===== config.mk =====
export PLATFORM = sky130hd
export DESIGN_NAME = jk_selfcheck_driver
export DESIGN_NICKNAME = d
export VERILOG_FILES = /design/src/rtl/jk_selfcheck_driver.sv
export SDC_FILE = /design/constraint.sdc
export NUM_CORES = 1
export LEC_CHECK = 0
export ABC_AREA = 1
export BUFFER_PORTS_ARGS = -buffer_cell sky130_fd_sc_hd__clkbuf_2
export CORE_MARGIN = 1
export CORE_UTILIZATION = 45
export DETAILED_ROUTE_END_ITERATION = 7
export PLACE_DENSITY = 0.73
export RECOVER_POWER = 50
export SLEW_MARGIN = 20
export SYNTH_ARGS = -nofsm -noshare
export SYNTH_HDL_FRONTEND = slang
export SYNTH_SLANG_ARGS = --single-unit

===== constraint.sdc =====
create_clock -name clk -period 3.15 [get_ports clk]
set_input_delay 0.315 -clock clk [delete_from_list [all_inputs] [get_ports clk]]
set_output_delay 0.315 -clock clk [all_outputs]
set_load 0.03 [all_outputs]

===== src/rtl/jk_selfcheck_driver.sv =====
// jk_selfcheck_driver: drives J/K stimulus into the JK flip-flop block and
// checks its SR-, D- and T-based outputs against a reference model.
module jk_selfcheck_driver #(
    parameter int unsigned NUM_VECTORS = 16,
    parameter logic [7:0]  SEED        = 8'hA5,
    parameter int unsigned ERR_W       = 8
) (
    input  logic             clk,
    input  logic             rst,
    input  logic             start,
    input  logic             mode,
    input  logic             Q_sr,
    input  logic             Q_d,
    input  logic             Q_t,
    output logic             J,
    output logic             K,
    output logic             dut_rst,
    output logic             busy,
    output logic             done,
    output logic             pass,
    output logic [ERR_W-1:0] err_cnt,
    output logic [2:0]       err_mask,
    output logic [7:0]       first_err_idx
);

    typedef enum logic [2:0] {
        S_IDLE,
        S_INIT,
        S_RUN,
        S_FLUSH,
        S_DONE
    } state_t;

    // An all-zero seed would lock the LFSR, so it is replaced by 1.
    localparam logic [7:0]       SEED_EFF = (SEED == 8'h00) ? 8'h01 : SEED;
    localparam logic [7:0]       LAST_K   = 8'(NUM_VECTORS - 1);
    localparam logic [ERR_W-1:0] ERR_MAX  = '1;
    localparam logic [7:0]       NO_ERR   = 8'hFF;

    function automatic logic [7:0] lfsr_step(input logic [7:0] s);
        return {s[6:0], s[7] ^ s[5] ^ s[4] ^ s[3]};
    endfunction

    function automatic logic jk_next(input logic j, input logic k,
                                     input logic q);
        return (j & ~q) | (~k & q);
    endfunction

    state_t           state_q;
    logic             J_q;
    logic             K_q;
    logic             dut_rst_q;
    logic             busy_q;
    logic             done_q;
    logic             pass_q;
    logic [ERR_W-1:0] err_cnt_q;
    logic [2:0]       err_mask_q;
    logic [7:0]       first_q;
    logic             exp_q;
    logic [7:0]       k_q;
    logic [7:0]       lfsr_q;
    logic             mode_q;

    logic [2:0]       mism_d;
    logic             any_mism;
    logic [ERR_W-1:0] err_cnt_d;
    logic [2:0]       err_mask_d;
    logic [7:0]       first_d;
    logic [1:0]       dir_idx;
    logic             vec_j;
    logic             vec_k;
    logic [7:0]       lfsr_d;
    logic [7:0]       k_d;
    logic             exp_d;

    always_comb begin
        mism_d     = {Q_t, Q_d, Q_sr} ^ {3{exp_q}};
        any_mism   = |mism_d;
        err_cnt_d  = err_cnt_q;
        if (any_mism && (err_cnt_q != ERR_MAX)) begin
            err_cnt_d = err_cnt_q + ERR_W'(1);
        end
        err_mask_d = err_mask_q | mism_d;
        first_d    = first_q;
        if (any_mism && (first_q == NO_ERR)) begin
            first_d = k_q;
        end
    end

    // INIT issues vector 0; each RUN edge issues the vector after k.
    always_comb begin
        dir_idx = (state_q == S_RUN) ? (k_q[1:0] + 2'd1) : k_q[1:0];
        if (mode_q) begin
            vec_j = dir_idx[1];
            vec_k = dir_idx[0];
        end else begin
            vec_j = lfsr_q[0];
            vec_k = lfsr_q[1];
        end
        lfsr_d = lfsr_step(lfsr_q);
        k_d    = k_q + 8'd1;
        exp_d  = jk_next(J_q, K_q, exp_q);
    end

    always_ff @(posedge clk) begin
        if (rst) begin
            state_q    <= S_IDLE;
            J_q        <= 1'b0;
            K_q        <= 1'b0;
            dut_rst_q  <= 1'b1;
            busy_q     <= 1'b0;
            done_q     <= 1'b0;
            pass_q     <= 1'b0;
            err_cnt_q  <= '0;
            err_mask_q <= '0;
            first_q    <= NO_ERR;
            exp_q      <= 1'b0;
            k_q        <= 8'd0;
            lfsr_q     <= SEED_EFF;
            mode_q     <= 1'b0;
        end else begin
            unique case (state_q)
                S_IDLE, S_DONE: begin
                    if (start) begin
                        state_q    <= S_INIT;
                        busy_q     <= 1'b1;
                        done_q     <= 1'b0;
                        pass_q     <= 1'b0;
                        err_cnt_q  <= '0;
                        err_mask_q <= '0;
                        first_q    <= NO_ERR;
                        mode_q     <= mode;
                        lfsr_q     <= SEED_EFF;
                        dut_rst_q  <= 1'b1;
                        J_q        <= 1'b0;
                        K_q        <= 1'b0;
                        exp_q      <= 1'b0;
                        k_q        <= 8'd0;
                    end else if (state_q == S_IDLE) begin
                        dut_rst_q <= 1'b0;
                    end
                end
                S_INIT: begin
                    dut_rst_q <= 1'b0;
                    J_q       <= vec_j;
                    K_q       <= vec_k;
                    lfsr_q    <= lfsr_d;
                    state_q   <= S_RUN;
                end
                S_RUN: begin
                    err_cnt_q  <= err_cnt_d;
                    err_mask_q <= err_mask_d;
                    first_q    <= first_d;
                    exp_q      <= exp_d;
                    k_q        <= k_d;
                    if (k_q == LAST_K) begin
                        J_q     <= 1'b0;
                        K_q     <= 1'b0;
                        state_q <= S_FLUSH;
                    end else begin
                        J_q    <= vec_j;
                        K_q    <= vec_k;
                        lfsr_q <= lfsr_d;
                    end
                end
                S_FLUSH: begin
                    err_cnt_q  <= err_cnt_d;
                    err_mask_q <= err_mask_d;
                    first_q    <= first_d;
                    pass_q     <= (err_cnt_d == '0);
                    busy_q     <= 1'b0;
                    done_q     <= 1'b1;
                    state_q    <= S_DONE;
                end
                default: begin
                    state_q <= S_IDLE;
                end
            endcase
        end
    end

    assign J             = J_q;
    assign K             = K_q;
    assign dut_rst       = dut_rst_q;
    assign busy          = busy_q;
    assign done          = done_q;
    assign pass          = pass_q;
    assign err_cnt       = err_cnt_q;
    assign err_mask      = err_mask_q;
    assign first_err_idx = first_q;

endmodule


# Word level (Yosys, flattened, before mapping)
# Index checks and enable logic that the tools add are counted.
# Widths: inputs -> output; s select.
dict set report word_totals {
  inputBits 7
  regBits 46
  output_inout_bits 25
  word_cells 91
}
dict set report classes {
  mux 31
  n_reduce_logical 21
  bitwise_logic 10
  eq_ne 12
  add_sub_neg 3
}
# op n
set op_table {}
lappend op_table {{$mux 8} 6}
lappend op_table {{$pmux 8 s2} 3}
lappend op_table {{$pmux 8 s3} 1}
lappend op_table {{$add 8x1->8 const B} 2}
lappend op_table {{$reduce_and 2->1} 7}
lappend op_table {{$pmux 3 s4} 1}
lappend op_table {{$pmux 1 s2} 5}
lappend op_table {{$mux 3} 3}
lappend op_table {{$eq 8x4->1 const B} 1}
lappend op_table {{$eq 8x8->1 const B} 1}
lappend op_table {{$logic_not 8->1} 1}
lappend op_table {{$mux 1} 8}
lappend op_table {{$ne 8x8->1 const B} 1}
lappend op_table {{$reduce_bool 2->1} 4}
lappend op_table {{$eq 3x2->1 const B} 2}
lappend op_table {{$pmux 1 s3} 2}
lappend op_table {{$pmux 3 s2} 1}
lappend op_table {{$reduce_and 3->1} 2}
lappend op_table {{$ne 2x1->1 const B} 2}
lappend op_table {{$ne 2x2->1 const B} 2}
lappend op_table {{$reduce_or 2->1} 2}
lappend op_table {{$eq 3x1->1 const B} 1}
lappend op_table {{$eq 3x3->1 const B} 1}
lappend op_table {{$logic_not 3->1} 1}
lappend op_table {{other kinds (12)} 17}

# Depth between registers and ports, before layout
# Gate-level depths: netlist of the first run.
dict set report logic_depth {
  word_depth 6
  ltp_mapped 11
  ltp_nobuf 11
}

# Worst setup path after synthesis of the first run
# Ideal clock, no wire load.
dict set report synth_path {
  path_type {reg2reg}
  start {reg err_cnt_q[0], in the netlist err_cnt[0]}
  end {reg pass_q, in the netlist pass}
  path_buffers 0
  path_slack_ps 1471
  setup_ps 113
  required_ps 3037
  path_stages_with_launch 11
  synth_period_minus_slack_ps 1679
  t_arrival_ps 1566
  cell_sequence {dfxtp_1 ha_1 nand2_1 inv_1 nand3_2 nand2_4 nand2_1 o21ai_1 nor2_1 nand3_1 nand2_1}
}
dict set report synth_via {
  elab_chain_len 5
  elab_cells_between_ends 6
  cone_classes {1 x add/sub; 1 x eq/ne; 2 x mux; 2 x reduce/logical}
}
# item line
set synth_rtl {}
lappend synth_rtl {{start: declaration} 56} ;# logic [ERR_W-1:0] err_cnt_q;
lappend synth_rtl {{start signal: assignment} 151} ;# err_cnt_q <= err_cnt_d;
lappend synth_rtl {{start signal: assignment} 167} ;# err_cnt_q <= err_cnt_d;
lappend synth_rtl {{parallel branches: the longest is 2 deep, another holds $add 8x1->8} --}
lappend synth_rtl {{$mux 8 *} 80} ;# if (any_mism && (err_cnt_q != ERR_MAX)) begin
lappend synth_rtl {{$logic_not 8->1 *} 170} ;# pass_q <= (err_cnt_d == '0);
lappend synth_rtl {{$pmux 1 s2 *} 122} ;# unique case (state_q)
lappend synth_rtl {{end signal: assignment} 170}
lappend synth_rtl {{end: declaration} 55} ;# logic pass_q;
# Every way passes the cells marked *.
# A chain may end at the register's enable or synchronous reset.

# Worst setup path in the final report of the first run
dict set report layout_path {
  start {reg state_q[1]}
  end {reg K_q, in the netlist K}
}
dict set report layout_via {
  elab_chain_len 5
  elab_cells_between_ends 12
  cone_classes {4 x eq/ne; 4 x mux; 4 x reduce/logical}
}
# item line
set layout_rtl {}
lappend layout_rtl {{start: declaration} 49} ;# state_t state_q;
lappend layout_rtl {{start signal: assignment} 107} ;# state_q <= S_IDLE;
lappend layout_rtl {{start signal: assignment} 125} ;# state_q <= S_INIT;
lappend layout_rtl {{start signal: assignment} 148} ;# state_q <= S_RUN;
lappend layout_rtl {{$eq 3x2->1} {92, 122}}
lappend layout_rtl {{$mux 2} 92} ;# dir_idx = (state_q == S_RUN) ? (k_q[1:0] + 2'd1) : k_q[1:0];
lappend layout_rtl {{$mux 1} 93} ;# if (mode_q) begin
lappend layout_rtl {{$mux 1} 156} ;# if (k_q == LAST_K) begin
lappend layout_rtl {{$pmux 1 s3} 122}
lappend layout_rtl {{end signal: assignment} 146} ;# K_q <= vec_k;
lappend layout_rtl {{end signal: assignment} 162} ;# K_q <= vec_k;
lappend layout_rtl {{end: declaration} 51} ;# logic K_q;
# Several ways; a longest one is shown, not always the timed one.

==> flow_summary.toml, run 1 <==
[status]
status = "finished, final reports clean"

[floorplanning]
start_util_pct = 47.64
rows = 25
die_w_um = 73.41
core_um2 = 4817
die_h_um = 73.41
io_pins = 32
die_area_um2 = 5389

[critical_path]
crit_buf_inv = 3
timing.rr.start = "state_q[1]"
crit_path_end_kind = "flip-flop"
critPathSlowestCell = "nor2_1"
worstSetupPathType = "reg -> reg"
worstRegToRegCells = 10
worst-r2r-setup-slack_ns = 0.85
crit_family = "simple AND/OR/NAND/NOR gates"
cp_max_fo = 11
cp.required_ns = 3.40
cp-start-kind = "flip-flop"
path_cells = "inv_2, nor2_1, nand2_4, inv_1, ha_1, nand2_1, o211ai_1, nand2_1, nand2_1, inv_1"
cpMostUsedCell = "nand2_1"
slowest_delay_ns = 0.74
r2r-end = "K"
cp_data_arrival_time_ns = 2.55

[timing]
fin_skew_ns = 0.002145
fmax_mhz = 434.1
finalCritPeriodShare_pct = 73.14
tns_ns = 0
final_hold_viol_count = 0
tightest_slew_ns = 0.9916
slew_headroom_pct = 33.65
fin_ws_ns = 0.8462
rsz0062_at_grt = "false"
fin_crit_ns = 2.304
setup_viol = 0
maxSlewViolCount = 0

[yosys]
synth_enable_flop_cells = 0
syn_area_per_cell_um2 = 7.239
synth_ff_type = "dfxtp_1"
yosysWarnings = 0
yosysTopAreaCellShare_pct = 40.13
syn_area_um2 = 2295
yosysTopAreaCell = "dfxtp_1"
syn_nets = 327
synth_area_leaders = "dfxtp_1 40%, nand2_1 13%, nand3_1 8.9%"
yosysSeqAreaShare_pct = 40.13
syn_inst = 317
postSynth.asyncResetShare_pct = 0
ys_types = 35
ys_seq_elements = 46

[clock_tree]
clock_latency_ns = 0.30
tritoncts = "yes"
cts_hold_buf = 0
numCtsBuffers = 5
root_buffer = "clkbuf_8"
cts_sinks = 46
cts_setup_buffers = 0
htree_levels = 2
post_cts_resized = 0
clkSlewWorstSetupHoldPaths_ns = 0.08
clockBufferDepth = 2

[cells_and_area]
fin_area_um2 = 2551
nets = 359
drive_above_1_share_pct = 10.00
antenna_cells = 0
stdcell_count = 417
regArea_um2 = 920.9
fillers = 505
multiInputGateArea_um2 = 1177
area_growth_pct = 11.18

[grt]
antenna_found_initial = 0
grt_pass1_wl_um = 8148
grt_pass1_vias = 1884
grt_max_degree = 23
grtUsageTotal_pct = 19.37
grt-ovfl-total = 0

[pwr]
p_leak_nw = 1.082
total_power_mw = 1.926
powerDensity_nw_per_um2 = 754.8
ir_worst_vdd_v = 0.0004069

[route]
ant_nets = 0
vias = 2092
route.detailed.drc = 0
routed_wl_um = 4878
drt-wirelength-per-cell_um = 11.70
drt_iter0_markers = 134
firstDrtPassIters = 5
vias_per_cell = 5.017

[min_path]
hold_path_end = "mode_q"
hp-class = "in -> reg"
hold_start = "mode"
hold-path-cell-count = 3

[place]
pre_cts_slack_ns = 1.414
place_area_um2 = 2504
dp_hpwl_um = 3465
dp_cells = 409
io_buffers = 31
routabilityCongestion = 0.8288

[flow_run]
cap_viol_max_count = 0
==> power by group <==
group          total (mW)  switching (mW)  internal, mW
registers           0.783          0.0885         0.694
clock network       0.432           0.198         0.234
logic               0.711           0.497         0.214
==> layer usage <==
metal	up-vias	part of all wire, %	track usage [%]
met2	49	43	30.14
li1	1116	-	-
met3	5	5.0	4.390
met4	0	1.5	7.479
met5	-	0	0
met1	922	50	26.08
==> worst max path at each step <==
stage / endpoint / cells past startpoint / from / slack (ns)
after floorplan: pass / 10 / err_cnt[0] / 1.47
after global placement: k_q[6] / 8 / state_q[1] / 1.40
after detailed placement: lfsr_q[7] / 9 / state_q[1] / 1.41
after CTS: err_mask[0] / 7 / state_q[1] / 1.41
after global routing: K / 10 / state_q[1] / 0.60
final: K / 10 / state_q[1] / 0.85
==> flip-flops by register name, indices dropped and copies added (netlist names) <==
signal         count
lfsr_q             8
exp_q              1
k_q                8
pass               1
err_cnt            8
mode_q             1
busy               1
first_err_idx      8
err_mask           3
J                  1
done               1
state_q            3
K                  1
dut_rst            1
==> metrics by stage <==
stage / util (%) / hold WS (ns)
after floorplan: - / 0.4185
after global placement: 51.97 / 0.4445
after detailed placement: 51.97 / 0.4602
after CTS: 54.23 / 0.3237
after global routing: 52.96 / 0.3420
final: 52.96 / 0.3163
==> cells in the mapped netlist (3+ instances only) <==
cell and instances:
nand2_1 78, dfxtp_1 46, nand3_1 41, inv_1 30
a21oi_1 22, nor2_1 20, o21ai_0 18, o21ai_1 8
nand4_1 5, clkbuf_1 4, inv_2 4, a31oi_1 3
ha_1 3, nand2_2 3, nand2_4 3, nor2_2 3
nor2_4 3, xnor2_1 3, xor2_1 3
==> tightest hold or removal path, stage by stage <==
cell and delay, ns:
clkbuf_2 0.07, o21ai_0 0.10, nor2_1 0.09
==> final cells by class <==
cell class                      instances  area share [%]
Sequential cell                        46           36.10
Timing Repair Buffer                   31           4.855
Multi-Input combinational cell        230           46.15
Inverter                               35           5.346
Tap cell                               67           3.286
Clock inverter                          3           1.569
Clock buffer                            5           2.697
==> cells by family after synthesis <==
kind of cell,synth area share [%]
xor+xnor,2.290
simple gates,34.57
compound gates,14.12
fa+ha+maj,1.636
buf+inv,7.251
flops,40.13
==> cells in the final DEF (no fill, tap or decap), drive strengths merged, types with 2 or more instances in the layout <==
cell / count
o211ai: 2
o21ai: 27
xnor2: 3
clkbuf: 36
ha: 3
nand2: 84
nand4: 5
nand3: 43
inv: 35
a31oi: 3
nor2: 26
a21oi: 23
dfxtp: 46
clkinv: 2
nand3b: 2
xor2: 3
Power figures use the tool's default switching activity.
==> run 2: changes to the inputs <==
==> constraint.sdc (replaced) <==
create_clock -name clk -period 2.41 [get_ports clk]
set_input_delay 0.241 -clock clk [delete_from_list [all_inputs] [get_ports clk]]
set_output_delay 0.241 -clock clk [all_outputs]
set_load 0.03 [all_outputs]
==> flow_summary.toml, run 2 (synthesized netlist as in run 1, its figures left out) <==
[min_path]
hp-class = "in -> reg"

[critical_path]
path_cells = "inv_2, nor2_4, nand2_1, inv_1, ha_1, nand2_1, o211ai_1, nand2_1, nand2_1, inv_1"
critPathSlowestCell = "dfxtp_1"
crit_end = "K"
timing.rr.start = "state_q[1]"
r2r-end = "K"
crit_start = "state_q[1]"
cp-start-kind = "flip-flop"
crit_family = "simple AND/OR/NAND/NOR gates"
cp_data_arrival_time_ns = 2.20
slowest_delay_ns = 0.38
worst-r2r-setup-slack_ns = 0.46
cp_max_fo = 11
cpMostUsedCell = "nand2_1"
crit_cells = 10
crit_path_end_kind = "flip-flop"
worstRegToRegCells = 10
worstSetupPathType = "reg -> reg"
cp.required_ns = 2.66
crit_buf_inv = 3

[timing]
timing.hold.ws_ns = 0.2312
tns_ns = 0
fmax_mhz = 512.8
final_hold_viol_count = 0
fin_skew_ns = 0.007877
maxSlewViolCount = 0
finalCritPeriodShare_pct = 80.92
setup_viol = 0
rsz0062_at_grt = "false"
slew_headroom_pct = 57.57
tightest_slew_ns = 0.6357
fin_crit_ns = 1.950

[cells_and_area]
fin_area_um2 = 2565
layout_common_cells = "79 x nand2_1, 46 x dfxtp_1, 41 x nand3_1"
fillers = 500
area_growth_pct = 11.78
utilization_pct = 53.25
drive_above_1_share_pct = 10.54
final_common_cell = "nand2_1"
antenna_cells = 0
nets = 360

[grt]
grt_max_degree = 21
antenna_found_initial = 0
grtUsageTotal_pct = 19.51
grt_pass1_vias = 1869
grt_pass1_wl_um = 8135
grt-ovfl-total = 0

[place]
place_area_um2 = 2511
io_buffers = 31
routabilityCongestion = 0.8095
dp_hpwl_um = 3615

[clock_tree]
cts_setup_buffers = 0
numCtsBuffers = 5
tritoncts = "yes"
post_cts_resized = 0
clockBufferDepth = 2
root_buffer = "clkbuf_8"
htree_levels = 2
clock_latency_ns = 0.30
cts_hold_buf = 0
cts_sinks = 46
clkSlewWorstSetupHoldPaths_ns = 0.09

[floorplanning]
start_util_pct = 47.64
die_area_um2 = 5389
die_h_um = 73.41
rows = 25
io_pins = 32
core_um2 = 4817
die_w_um = 73.41

[route]
vias_per_cell = 5.120
drt-wirelength-per-cell_um = 12.04
vias = 2140
drt_iter0_markers = 161
ant_nets = 0
firstDrtPassIters = 4
route.detailed.drc = 0
routed_wl_um = 5032

[flow_run]
cap_viol_max_count = 0

[pwr]
p_leak_nw = 1.076
powerDensity_nw_per_um2 = 963.1
total_power_mw = 2.470
ir_worst_vdd_v = 0.0005771

[status]
status = "finished, final reports clean"
-- run 2: changes by cell type in the layout (fill, tap and decap cells not counted), sizes merged --
cell	before	now
buf	0	1
bufinv	1	0
clkbuf	36	37
clkinv	2	1
clkinvlp	0	1
-- run 2: final cells by class --
type                            instances  area (um^2)  share of cell area (%)
Clock buffer                            6        82.58                   3.220
Clock inverter                          2        12.51                  0.4878
Inverter                               35        136.4                   5.317
Multi-Input combinational cell        230         1197                   46.68
Sequential cell                        46        920.9                   35.90
Tap cell                               67        83.83                   3.268
Timing Repair Buffer                   32        131.4                   5.122
-- run 2: worst min path at each step --
stage / start / endpoint / slack [ns] / cells after the start
3_3_place_gp: done / done / 0.45 / 2
4_1_cts: mode / mode_q / 0.24 / 3
2_1_floorplan: rst / dut_rst / 0.34 / 2
6_report: mode / mode_q / 0.23 / 3
5_1_grt: mode / mode_q / 0.24 / 3
3_5_place_dp: done / done / 0.44 / 2
-- run 2: through the flow --
| step | std cells | worst slack (ns) |
|---|---|---|
| floorplan | 317 | 0.7306 |
| global placement | 410 | 0.6681 |
| detailed placement | 410 | 0.6709 |
| CTS | 418 | 0.6538 |
| global route | 418 | 0.2998 |
| finish | 418 | 0.4599 |
-- run 2: tightest hold or removal path: cells and delay by family --
family / cells / cell delay (ns)
AO/OA/AOI/OAI: 1 / 0.09
buffers and inverters: 1 / 0.07
AND/OR/NAND/NOR: 1 / 0.09
-- run 2: report_power, final --
part,total [mW],internal [mW],switching [mW]
combinational,0.952,0.289,0.664
clock,0.492,0.231,0.262
sequential,1.03,0.907,0.118
-- run 2: routing by layer --
layer	up-vias	GRT usage [%]	part of all wire [%]
met5	-	0	0
met4	0	6.197	1.2
met3	7	4.115	4.1
met2	36	31.58	44
met1	981	26.02	51
li1	1116	-	-
